### src/rtl/fabric_reset_seq_pkg.sv
// Shared definitions for the fabric reset sequencer.
// Holds the sequencer state encoding, the default parameter values and the
// helper that sizes every internal counter from its limit.
package fabric_reset_seq_pkg;

  // The 3-bit codes are visible on SEQ_STATE, so they are fixed explicitly.
  typedef enum logic [2:0] {
    ST_WAIT_LOCK = 3'd0,
    ST_WAIT_MSS  = 3'd1,
    ST_RELEASE   = 3'd2,
    ST_RUN       = 3'd3,
    ST_ASSERT    = 3'd4,
    ST_FAULT     = 3'd5
  } seq_state_e;

  localparam int DEF_NUM_STAGES = 4;
  localparam int DEF_STAGE_DLY  = 16;
  localparam int DEF_LOCK_FILT  = 8;
  localparam int DEF_TIMEOUT    = 1048576;

  // One bit of headroom above $clog2 so the limit value itself is representable.
  function automatic int cnt_w(input int limit);
    return $clog2(limit) + 1;
  endfunction

endpackage

### src/rtl/fabric_reset_seq_if.sv
// Signal bundle between the sequencer and its environment.
//   slave  : sequencer side (consumes lock/ready/init/soft request, drives resets/status)
//   master : environment side (system builder outputs and user fabric logic)
// Signals:
//   FAB_CCC_LOCK, MSS_READY, INIT_DONE : asynchronous prerequisite indications
//   SOFT_RESET_REQ                     : single-cycle request, synchronous to CLK_BASE
//   STAGE_RESET_N[NUM_STAGES]          : per-domain active-low resets, bit 0 released first
//   SYS_READY, SEQ_FAULT, SEQ_STATE    : status outputs
interface fabric_reset_seq_if
  import fabric_reset_seq_pkg::*;
#(
  parameter int NUM_STAGES = DEF_NUM_STAGES
);

  logic                  FAB_CCC_LOCK;
  logic                  MSS_READY;
  logic                  INIT_DONE;
  logic                  SOFT_RESET_REQ;
  logic [NUM_STAGES-1:0] STAGE_RESET_N;
  logic                  SYS_READY;
  logic                  SEQ_FAULT;
  logic [2:0]            SEQ_STATE;

  modport master (
    output FAB_CCC_LOCK, MSS_READY, INIT_DONE, SOFT_RESET_REQ,
    input  STAGE_RESET_N, SYS_READY, SEQ_FAULT, SEQ_STATE
  );

  modport slave (
    input  FAB_CCC_LOCK, MSS_READY, INIT_DONE, SOFT_RESET_REQ,
    output STAGE_RESET_N, SYS_READY, SEQ_FAULT, SEQ_STATE
  );

endinterface

### src/rtl/fabric_reset_seq_sync2.sv
// Two-flop synchronizer for a single asynchronous level, with asynchronous
// active-low reset to 0. Shared with other fabric blocks.
// Ports:
//   clk_i  : destination clock
//   rst_ni : asynchronous active-low reset
//   d_i    : asynchronous input
//   q_o    : synchronized output, two destination cycles behind d_i
module seq_sync2 (
  input  logic clk_i,
  input  logic rst_ni,
  input  logic d_i,
  output logic q_o
);

  logic ff1_q;
  logic ff2_q;

  // Two-stage metastability filter.
  always_ff @(posedge clk_i or negedge rst_ni) begin
    if (!rst_ni) begin
      ff1_q <= 1'b0;
      ff2_q <= 1'b0;
    end else begin
      ff1_q <= d_i;
      ff2_q <= ff1_q;
    end
  end

  assign q_o = ff2_q;

endmodule

### src/rtl/fabric_reset_seq.sv
// Fabric bring-up and reset sequencer. Waits for a filtered CCC lock and for
// MSS ready plus init-done, then releases the staged reset domains one at a
// time STAGE_DLY cycles apart. Lock loss or a soft request pulls every domain
// back into reset; prerequisites that never arrive raise SEQ_FAULT.
// Ports:
//   CLK_BASE    : fabric clock
//   FAB_RESET_N : asynchronous active-low reset
//   bus         : slave side of fabric_reset_seq_if (inputs and registered outputs)
module fabric_reset_seq
  import fabric_reset_seq_pkg::*;
#(
  parameter int NUM_STAGES = DEF_NUM_STAGES,
  parameter int STAGE_DLY  = DEF_STAGE_DLY,
  parameter int LOCK_FILT  = DEF_LOCK_FILT,
  parameter int TIMEOUT    = DEF_TIMEOUT
) (
  input logic               CLK_BASE,
  input logic               FAB_RESET_N,
  fabric_reset_seq_if.slave bus
);

  localparam int DLY_MAX = NUM_STAGES * STAGE_DLY;
  localparam int FLT_W   = cnt_w(LOCK_FILT);
  localparam int TMO_W   = cnt_w(TIMEOUT);
  localparam int DLY_W   = cnt_w(DLY_MAX);

  localparam logic [FLT_W-1:0] FLT_LAST  = FLT_W'(LOCK_FILT - 1);
  localparam logic [TMO_W-1:0] TMO_LAST  = TMO_W'(TIMEOUT - 1);
  localparam logic [DLY_W-1:0] DLY_END   = DLY_W'(DLY_MAX);
  localparam logic [DLY_W-1:0] HOLD_LAST = DLY_W'(STAGE_DLY - 1);

  logic lock_s;
  logic rdy_s;
  logic init_s;
  logic abort_s;
  logic waiting_q_s;
  logic waiting_d_s;

  seq_state_e            state_q, state_d;
  logic [FLT_W-1:0]      filt_q, filt_d;
  logic [TMO_W-1:0]      tmo_q, tmo_d;
  logic [DLY_W-1:0]      dly_q, dly_d;
  logic [NUM_STAGES-1:0] stage_q, stage_d;
  logic                  ready_q, ready_d;
  logic                  fault_q, fault_d;

  seq_sync2 u_sync_lock (.clk_i(CLK_BASE), .rst_ni(FAB_RESET_N), .d_i(bus.FAB_CCC_LOCK), .q_o(lock_s));
  seq_sync2 u_sync_rdy  (.clk_i(CLK_BASE), .rst_ni(FAB_RESET_N), .d_i(bus.MSS_READY),    .q_o(rdy_s));
  seq_sync2 u_sync_init (.clk_i(CLK_BASE), .rst_ni(FAB_RESET_N), .d_i(bus.INIT_DONE),    .q_o(init_s));

  // Lock loss and a soft request share one abort path, so coincident causes enter ASSERT once.
  assign abort_s = !lock_s || bus.SOFT_RESET_REQ;

  // Next-state logic.
  always_comb begin
    state_d = state_q;
    case (state_q)
      ST_WAIT_LOCK: begin
        if (tmo_q == TMO_LAST)                     state_d = ST_FAULT;
        else if (lock_s && (filt_q == FLT_LAST))   state_d = ST_WAIT_MSS;
        else                                       state_d = ST_WAIT_LOCK;
      end
      ST_WAIT_MSS: begin
        if (tmo_q == TMO_LAST)                     state_d = ST_FAULT;
        else if (!lock_s)                          state_d = ST_WAIT_LOCK;
        else if (rdy_s && init_s)                  state_d = ST_RELEASE;
        else                                       state_d = ST_WAIT_MSS;
      end
      ST_RELEASE: begin
        if (abort_s)                               state_d = ST_ASSERT;
        else if (dly_q == DLY_END)                 state_d = ST_RUN;
        else                                       state_d = ST_RELEASE;
      end
      ST_RUN: begin
        if (abort_s)                               state_d = ST_ASSERT;
        else                                       state_d = ST_RUN;
      end
      ST_ASSERT: begin
        if (dly_q == HOLD_LAST)                    state_d = ST_WAIT_LOCK;
        else                                       state_d = ST_ASSERT;
      end
      ST_FAULT: begin
        if (bus.SOFT_RESET_REQ)                    state_d = ST_ASSERT;
        else                                       state_d = ST_FAULT;
      end
      default:                                     state_d = ST_WAIT_LOCK;
    endcase
  end

  // Counter next values; each one is cleared by the state change that ends its use.
  always_comb begin
    filt_d      = {FLT_W{1'b0}};
    tmo_d       = {TMO_W{1'b0}};
    dly_d       = {DLY_W{1'b0}};
    waiting_q_s = (state_q == ST_WAIT_LOCK) || (state_q == ST_WAIT_MSS);
    waiting_d_s = (state_d == ST_WAIT_LOCK) || (state_d == ST_WAIT_MSS);

    // Filter counts consecutive synchronized-high lock samples while in WAIT_LOCK only.
    if ((state_q == ST_WAIT_LOCK) && lock_s && (filt_q != FLT_LAST)) filt_d = filt_q + 1'b1;
    else                                                               filt_d = {FLT_W{1'b0}};

    // Timeout spans WAIT_LOCK and WAIT_MSS together; leaving that pair clears it.
    if (waiting_q_s && waiting_d_s) tmo_d = tmo_q + 1'b1;
    else                            tmo_d = {TMO_W{1'b0}};

    // Delay counter restarts at 0 on entry to RELEASE or ASSERT.
    if ((state_d == state_q) && ((state_q == ST_RELEASE) || (state_q == ST_ASSERT)))
      dly_d = dly_q + 1'b1;
    else
      dly_d = {DLY_W{1'b0}};
  end

  // Outputs are decoded from the next state so they change on the entry edge.
  always_comb begin
    stage_d = {NUM_STAGES{1'b0}};
    ready_d = 1'b0;
    fault_d = 1'b0;
    case (state_d)
      ST_RELEASE: begin
        for (int i = 0; i < NUM_STAGES; i++) begin
          stage_d[i] = (32'(dly_d) >= ((i + 1) * STAGE_DLY));
        end
      end
      ST_RUN: begin
        stage_d = {NUM_STAGES{1'b1}};
        ready_d = 1'b1;
      end
      ST_FAULT: begin
        fault_d = 1'b1;
      end
      default: begin
        stage_d = {NUM_STAGES{1'b0}};
      end
    endcase
  end

  // State, counter and output registers.
  always_ff @(posedge CLK_BASE or negedge FAB_RESET_N) begin
    if (!FAB_RESET_N) begin
      state_q <= ST_WAIT_LOCK;
      filt_q  <= {FLT_W{1'b0}};
      tmo_q   <= {TMO_W{1'b0}};
      dly_q   <= {DLY_W{1'b0}};
      stage_q <= {NUM_STAGES{1'b0}};
      ready_q <= 1'b0;
      fault_q <= 1'b0;
    end else begin
      state_q <= state_d;
      filt_q  <= filt_d;
      tmo_q   <= tmo_d;
      dly_q   <= dly_d;
      stage_q <= stage_d;
      ready_q <= ready_d;
      fault_q <= fault_d;
    end
  end

  assign bus.STAGE_RESET_N = stage_q;
  assign bus.SYS_READY     = ready_q;
  assign bus.SEQ_FAULT     = fault_q;
  assign bus.SEQ_STATE     = state_q;

endmodule
### src/flat_wrapper.sv
// flat-port wrapper written by rule: the top's interface ports become plain ports
module fabric_reset_seq_flat import fabric_reset_seq_pkg::*;
#(
  parameter int NUM_STAGES = DEF_NUM_STAGES,
  parameter int STAGE_DLY  = DEF_STAGE_DLY,
  parameter int LOCK_FILT  = DEF_LOCK_FILT,
  parameter int TIMEOUT    = DEF_TIMEOUT
)
  (CLK_BASE, FAB_RESET_N, bus_FAB_CCC_LOCK, bus_MSS_READY, bus_INIT_DONE, bus_SOFT_RESET_REQ, bus_STAGE_RESET_N, bus_SYS_READY, bus_SEQ_FAULT, bus_SEQ_STATE);
  fabric_reset_seq_if #(.NUM_STAGES(NUM_STAGES)) bus_i ();
  input logic CLK_BASE;
  input logic FAB_RESET_N;
  input wire logic [$bits(bus_i.FAB_CCC_LOCK)-1:0] bus_FAB_CCC_LOCK;
  input wire logic [$bits(bus_i.MSS_READY)-1:0] bus_MSS_READY;
  input wire logic [$bits(bus_i.INIT_DONE)-1:0] bus_INIT_DONE;
  input wire logic [$bits(bus_i.SOFT_RESET_REQ)-1:0] bus_SOFT_RESET_REQ;
  output wire logic [$bits(bus_i.STAGE_RESET_N)-1:0] bus_STAGE_RESET_N;
  output wire logic [$bits(bus_i.SYS_READY)-1:0] bus_SYS_READY;
  output wire logic [$bits(bus_i.SEQ_FAULT)-1:0] bus_SEQ_FAULT;
  output wire logic [$bits(bus_i.SEQ_STATE)-1:0] bus_SEQ_STATE;
  assign bus_i.FAB_CCC_LOCK = bus_FAB_CCC_LOCK;
  assign bus_i.MSS_READY = bus_MSS_READY;
  assign bus_i.INIT_DONE = bus_INIT_DONE;
  assign bus_i.SOFT_RESET_REQ = bus_SOFT_RESET_REQ;
  assign bus_STAGE_RESET_N = bus_i.STAGE_RESET_N;
  assign bus_SYS_READY = bus_i.SYS_READY;
  assign bus_SEQ_FAULT = bus_i.SEQ_FAULT;
  assign bus_SEQ_STATE = bus_i.SEQ_STATE;
  fabric_reset_seq #(.NUM_STAGES(NUM_STAGES), .STAGE_DLY(STAGE_DLY), .LOCK_FILT(LOCK_FILT), .TIMEOUT(TIMEOUT)) u_core (.CLK_BASE(CLK_BASE), .FAB_RESET_N(FAB_RESET_N), .bus(bus_i));
endmodule
### config.mk
export PLATFORM = sky130hd
export DESIGN_NAME = fabric_reset_seq_flat
export DESIGN_NICKNAME = d
export VERILOG_FILES = /design/src/rtl/fabric_reset_seq_pkg.sv /design/src/rtl/fabric_reset_seq_if.sv /design/src/rtl/fabric_reset_seq_sync2.sv /design/src/rtl/fabric_reset_seq.sv /design/src/flat_wrapper.sv
export SDC_FILE = /design/constraint.sdc
export NUM_CORES = 1
export LEC_CHECK = 0
export ABC_AREA = 1
export CAP_MARGIN = 10
export CORE_MARGIN = 10
export CORE_UTILIZATION = 45
export CTS_BUF_LIST = sky130_fd_sc_hd__clkbuf_4 sky130_fd_sc_hd__clkbuf_8
export DETAILED_ROUTE_END_ITERATION = 16
export PLACE_DENSITY = 0.71
export SYNTH_ARGS = -nofsm -noshare
export SYNTH_HDL_FRONTEND = slang
export SYNTH_SLANG_ARGS = --single-unit
### constraint.sdc
create_clock -name CLK_BASE -period 2 [get_ports CLK_BASE]
set_clock_uncertainty 0.1 [all_clocks]
set_input_delay 0.2 -clock CLK_BASE [delete_from_list [all_inputs] [get_ports CLK_BASE]]
set_output_delay 0.2 -clock CLK_BASE [all_outputs]
set_load 0.005 [all_outputs]
# Word level (Yosys, flattened, before mapping)
# Index checks and enable logic that the tools add are counted.
totals:
  inputBits: 6
  register_bits: 47
  word_cells: 65
op_classes:
  mux: 17
  addsub: 3
  magnitude_cmp: 4
  n_reduce_logical: 13
  eq_ne: 15
ops:
  columns: ["op", "n"]
  rows:
  - ["$add 21x1->21 const B", 1]
  - ["$eq 21x20->1 const B", 1]
  - ["$mux 21", 1]
  - ["$mux 3", 6]
  - ["$pmux 3 s6", 1]
  - ["$ge 7x6->1 const B", 2]
  - ["$eq 3x2->1 const B", 4]
  - ["$eq 3x3->1 const B", 3]
  - ["$pmux 4 s2", 1]
  - ["$add 7x1->7 const B", 1]
  - ["$eq 7x4->1 const B", 1]
  - ["$eq 7x7->1 const B", 1]
  - ["$ge 7x5->1 const B", 1]
  - ["$ge 7x7->1 const B", 1]
  - ["$mux 7", 1]
  - ["$eq 3x1->1 const B", 2]
  - ["$logic_and 1x1->1", 6]
  - ["$logic_not 3->1", 2]
  - ["$mux 1", 5]
  - ["$add 4x1->4 const B", 1]
  - ["$eq 4x3->1 const B", 1]
  - ["$logic_or 1x1->1", 4]
  - ["$mux 4", 1]
  - ["$ne 4x3->1 const B", 1]
  - ["other kinds (3)", 3]

# Longest topological paths before layout
depth:
  depth_word: 10
  ltp_mapped: 15

# Hierarchy
# A second synthesis with hierarchy kept.
unflattened:
  cells_unflattened: 254
  area_unflattened_um2: 2249.7
by_module_without_submodules:
  columns: ["module", "n_inst", "area_each_um2", "cells_per_inst", "seq_area_each_um2"]
  rows:
  - ["fabric_reset_seq", 1, 2099.5, 248, 1026.0]
  - ["seq_sync2", 3, 50.0, 2, 50.0]

# Worst setup path after synthesis
# Ideal clock, no wire load.
synth_path:
  path_kind: "register -> register"
  from: "register u_core.tmo_q[0]"
  to: "register u_core.stage_q[2] (netlist: u_core.bus.STAGE_RESET_N[2])"
  setup_ns: 0.066
  path_buffers: 0
  arrival_ns: 1.595
  path_slack_ns: 0.239
  stages_incl_launch_ff: 14
  required_time_ns: 1.834
  period_less_slack_ns: 1.761
  cell_sequence: "dfrtp_1 -> ha_1 -> nand2_1 -> nor2_4 -> nand2_4 -> nor2_8 -> nand3_2 -> nand3_1 -> nand3_1 -> nor2_4 -> nand2_2 -> nand2_1 -> nand2_1 -> nand2_1"
synth_via:
  elab_chain_len: 8
  word_cells_on_any_way: 11
  classes_between: "order compare (1); eq/ne (4); mux (5); reduce/logical (1)"
synth_lines:
  columns: ["item", "line", "rtl"]
  rows:
  - ["start: declaration", "fabric_reset_seq.sv:41", "logic [TMO_W-1:0] tmo_q, tmo_d;"]
  - ["start signal: assignment", "fabric_reset_seq.sv:142", "tmo_q <= {TMO_W{1'b0}};"]
  - ["start signal: assignment", "fabric_reset_seq.sv:150", "tmo_q <= tmo_d;"]
  - ["$eq 21x20->1 (*)", "fabric_reset_seq.sv:59, fabric_reset_seq.sv:64", null]
  - ["$mux 3, on equally long branches", "fabric_reset_seq.sv:64, fabric_reset_seq.sv:59", null]
  - ["$pmux 3 s6 (*)", "fabric_reset_seq.sv:57", "case (state_q)"]
  - ["$eq 3x3->1", "fabric_reset_seq.sv:107", "if ((state_d == state_q) && ((state_q == ST_RELEASE) || (state_q == ST_ASSERT)))"]
  - ["$logic_and 1x1->1", "fabric_reset_seq.sv:107", null]
  - ["$mux 7", "fabric_reset_seq.sv:107", null]
  - ["$ge 7x6->1", "fabric_reset_seq.sv:121", "stage_d[i] = (32'(dly_d) >= ((i + 1) * STAGE_DLY));"]
  - ["$pmux 4 s2 (*)", "fabric_reset_seq.sv:118", "case (state_d)"]
  - ["named net u_core.stage_d[2]", "fabric_reset_seq.sv:43", "logic [NUM_STAGES-1:0] stage_q, stage_d;"]
  - ["end signal: assignment", "fabric_reset_seq.sv:144", "stage_q <= {NUM_STAGES{1'b0}};"]
  - ["end signal: assignment", "fabric_reset_seq.sv:152", "stage_q <= stage_d;"]
  - ["end: declaration", "fabric_reset_seq.sv:43", null]
# Mark *: on every way through the listed nets, which the timed path passes. The rest lies on a longest branch.

# Worst setup path in the final report
layout_path:
  from: "register u_core.tmo_q[1]"
  to: "register u_core.tmo_q[19]"
layout_via:
  elab_chain_len: 7
  word_cells_on_any_way: 10
  classes_between: "add/sub (1); eq/ne (2); mux (4); reduce/logical (3)"
layout_lines:
  columns: ["item", "line", "rtl"]
  rows:
  - ["$eq 21x20->1", "fabric_reset_seq.sv:59, fabric_reset_seq.sv:64", null]
  - ["$mux 3, on equally long branches", "fabric_reset_seq.sv:64, fabric_reset_seq.sv:59", null]
  - ["$pmux 3 s6", "fabric_reset_seq.sv:57", null]
  - ["$eq 3x1->1 / $logic_not 3->1 (equally long branches)", "fabric_reset_seq.sv:96", "waiting_d_s = (state_d == ST_WAIT_LOCK) || (state_d == ST_WAIT_MSS);"]
  - ["$logic_or 1x1->1", "fabric_reset_seq.sv:96", null]
  - ["$logic_and 1x1->1", "fabric_reset_seq.sv:103", "if (waiting_q_s && waiting_d_s) tmo_d = tmo_q + 1'b1;"]
  - ["$mux 21 (*)", "fabric_reset_seq.sv:103", null]
  - ["named net u_core.tmo_d[19]", "fabric_reset_seq.sv:41", null]
# Marks and branches as above.

==> key figures <==
Outcome
  • Outcome: finished clean

Timing
  • Setup violations, final: 0
  • Hold_ws: 244 ps
  • Final Hold Vio Count: 0
  • Tmin final: 1870 ps
  • F_max: 0.533 GHz
  • Rel. slew slack: 67.2%
  • RSZ-0062 raised after global routing: yes
  • Fin. max-slew vios: 0
  • Slew at the pin closest to its max-slew limit: 488 ps
  • Part of the cycle the worst path needs: 93.7%

Critical path
  • Crit-path slowest cell: dfrtp_1
  • CP max FO: 21
  • CP Cell Sequence: ha_2 > nand2_2 > nor2_4 > nand2_4 > nor2_8 > nand2_2 > a21boi_4 > nand3_2 > buf_12 > nor3_2
  • Crit path required time: 2120 ps
  • CP arrival: 1990 ps
  • Crit-path max cell delay: 370 ps
  • CP endpoint kind: flip-flop
  • CP startpoint kind: flip-flop
  • Crit Path Category: flip-flop to flip-flop
  • CP dominant cell by count: nand2_2

Global route
  • Number of antenna violations at the first check in global routing: 0
  • First-pass GRT wire length: 6900 µm
  • Largest net degree at the start of global routing: 27
  • Vias in the first global route: 1670
  • Total track usage: 9.77%
  • Aggregate global routing overflow: 0

Synth
  • Area share of the largest cell type after synthesis: 52.0%
  • Commonest cells in the netlist: nor2_1 (49), dfrtp_1 (47), nand2_1 (39)
  • Synth unique cells: 31
  • Number of flops mapped to enable cells by yosys: 0
  • Mapped Cells: 249
  • Ys flop type: dfrtp_1
  • Post-synth top area cell: dfrtp_1
  • Yosys Warn Count: 0
  • Syn avg cell area: 9.09 µm²
  • Sequential fraction of the synthesis area: 52.0%
  • Synth async-reset ratio: 100%
  • Syn nets: 259
  • Synthesized cell area: 2260 µm²
  • Top-count cell post-synth: nor2_1
  • Synth top area cells: dfrtp_1 (52%), nor2_1 (8.1%), nand2_1 (6.5%)
  • Register bit total from synthesis: 47

Place
  • Post-DP HPWL: 2900 µm
  • IO buf count: 14
  • Routability-driven placement congestion ratio: 0.806

Final layout
  • Area grow syn2layout: 19.5%
  • Number of inserted diodes: 0
  • Final core utilization: 56.5%
  • Fillcell total: 416
  • Share of cells above drive strength 1: 20.5%
  • Final net count: 287

Flow run
  • Max-cap violations: 0

Clock network
  • Latest clock arrival within the worst-skew pair: 290 ps
  • Total CTS buffers: 5
  • H-tree level count: 2
  • Sink Count: 47
  • Clock root cell: clkbuf_8
  • Clock transition at the registers of the reported paths: 80 ps
  • Clock buffer depth: 2
  • CTS tree: yes

Routing
  • Iteration-0 DRC Markers: 63
  • Routed WL: 3980 µm
  • Antenna-violating nets left: 0
  • Routed vias: 1613
  • Post-detailed-route DRC marker count: 0
  • First drt pass iteration count: 4
  • DR WL/cell: 11.5 µm
  • DR vias/cell: 4.68

Pwr
  • Leakage: 1.29 nW
  • Worst vdd ir: 505 µV
  • Cell area power density: 669 nW/µm²

Die
  • Initial core utilization: 47.3%
  • Core area: 4790 µm²
  • Die Y: 90.9 µm
  • Die footprint: 8270 µm²
  • Die width: 90.9 µm
  • IO Pins: 15
  • FP Rows: 25

Hold path
  • Hold Path Class: input pin to flip-flop
## critical path, delay by kind of cell (launching register included)
kind,cells,cell delay (ps)
AO/OA/AOI/OAI,1,180
adder cells (fa/ha/maj),1,190
buffers and inverters,1,180
flip-flops,1,370
AND/OR/NAND/NOR,7,770
## logic make-up (layout without fill, tap and decap cells)
| group | after synthesis | after routing | synth area share [%] |
|---|---|---|---|
| compound gates | 16 | 16 | 4.37 |
| xor+xnor | 10 | 10 | 3.87 |
| fa+ha+maj | 4 | 4 | 2.21 |
| buf+inv | 35 | 64 | 6.19 |
| flops | 47 | 47 | 52.0 |
| simple gates | 137 | 137 | 31.4 |
## per-layer routing
layer / GRT usage [%] / part of all wire (%) / routed length (µm)
met1: 10.5 / 46 / 1810
met5: 0 / 0 / 0
met3: 2.58 / 3.2 / 129
met2: 18.0 / 50 / 1980
met4: 3.13 / 1.4 / 56
## area by class of cell
cell class                 count  area (µm²)  area share, %
sequential                    47        1180           43.6
timing repair buffer          23         230           8.51
clock buffer                   7        83.8           3.10
clock inverter                 1        5.00          0.185
inverter                      33         124           4.58
multi-input combinational    167         998           36.9
tap                           67        83.8           3.10
## path summary, 6_finish.rpt
kind | start | end | slack [ps] | depth (start not counted)
hold / removal | bus_FAB_CCC_LOCK | u_core.u_sync_lock.ff1_q | 240 | 1
hold reg to reg | u_core.u_sync_init.ff1_q | u_core.u_sync_init.q_o | 250 | 0
min in group asynchronous | FAB_RESET_N | u_core.tmo_q[4] | 300 | 2
max in group asynchronous | FAB_RESET_N | u_core.bus.SEQ_STATE[1] | 990 | 3
setup / recovery | u_core.tmo_q[1] | u_core.tmo_q[19] | 130 | 10
setup reg to reg | u_core.tmo_q[1] | u_core.tmo_q[19] | 130 | 10
## flip-flops by register name, summed over array words and instances (netlist names)
signal	count
u_core.bus.SYS_READY	1
u_core.tmo_q	21
u_core.dly_q	7
u_core.u_sync_init.ff1_q	1
u_core.u_sync_init.q_o	1
u_core.u_sync_lock.ff1_q	1
u_core.u_sync_lock.q_o	1
u_core.bus.SEQ_FAULT	1
u_core.u_sync_rdy.q_o	1
u_core.bus.STAGE_RESET_N	4
u_core.bus.SEQ_STATE	3
u_core.u_sync_rdy.ff1_q	1
u_core.filt_q	4
## timing repair
| action | 4_1_cts | 5_1_grt |
|---|---|---|
| hold buffers | 1 | 0 |
| resized for setup | 0 | 14 |
| hold endpoints to repair | 21 | 0 |
| buffers inserted | 0 | 3 |
| endpoints found under the setup margin | 0 | 22 |
## stage by stage
stage | power [mW] | instance area, µm² | setup TNS (ps) | std cells | setup WS (ps)
final | 1.81 | 2700 | 0 | 345 | 125
after global routing | 1.90 | 2700 | -92.0 | 345 | -25.9
after CTS | 1.79 | 2630 | 0 | 342 | 37.6
after detailed placement | 1.23 | 2530 | 0 | 333 | 62.2
after global placement | 1.23 | 2530 | 0 | 333 | 74.7
after floorplan | 1.15 | 2260 | 0 | 249 | 239
## power breakdown
group / total [mW] / switching [mW] / internal [mW]
combinational: 0.223 / 0.131 / 0.0927
clock: 0.565 / 0.292 / 0.273
sequential: 1.02 / 0.0349 / 0.985
total: 1.81 / 0.458 / 1.35
## cell usage in the layout, fill, tap and decap left out, types with 2 or more instances in the layout
master / n
inv_1: 32
clkbuf_4: 2
nand3_2: 3
buf_4: 6
clkdlybuf4s50_1: 13
nand3_1: 11
nand4_1: 3
dfrtp_1: 45
o31ai_1: 2
buf_12: 2
xor2_1: 6
ha_1: 2
ha_2: 2
nor2_1: 48
clkbuf_8: 5
xnor2_1: 4
nor2_4: 4
dfrtp_2: 2
nor3b_2: 3
nor2_2: 3
a21oi_1: 6
nand2_1: 38
nand2_2: 9
nor3_2: 6
nor3b_1: 2
o21ai_0: 3
No activity file was read; power rests on OpenSTA's default activity.
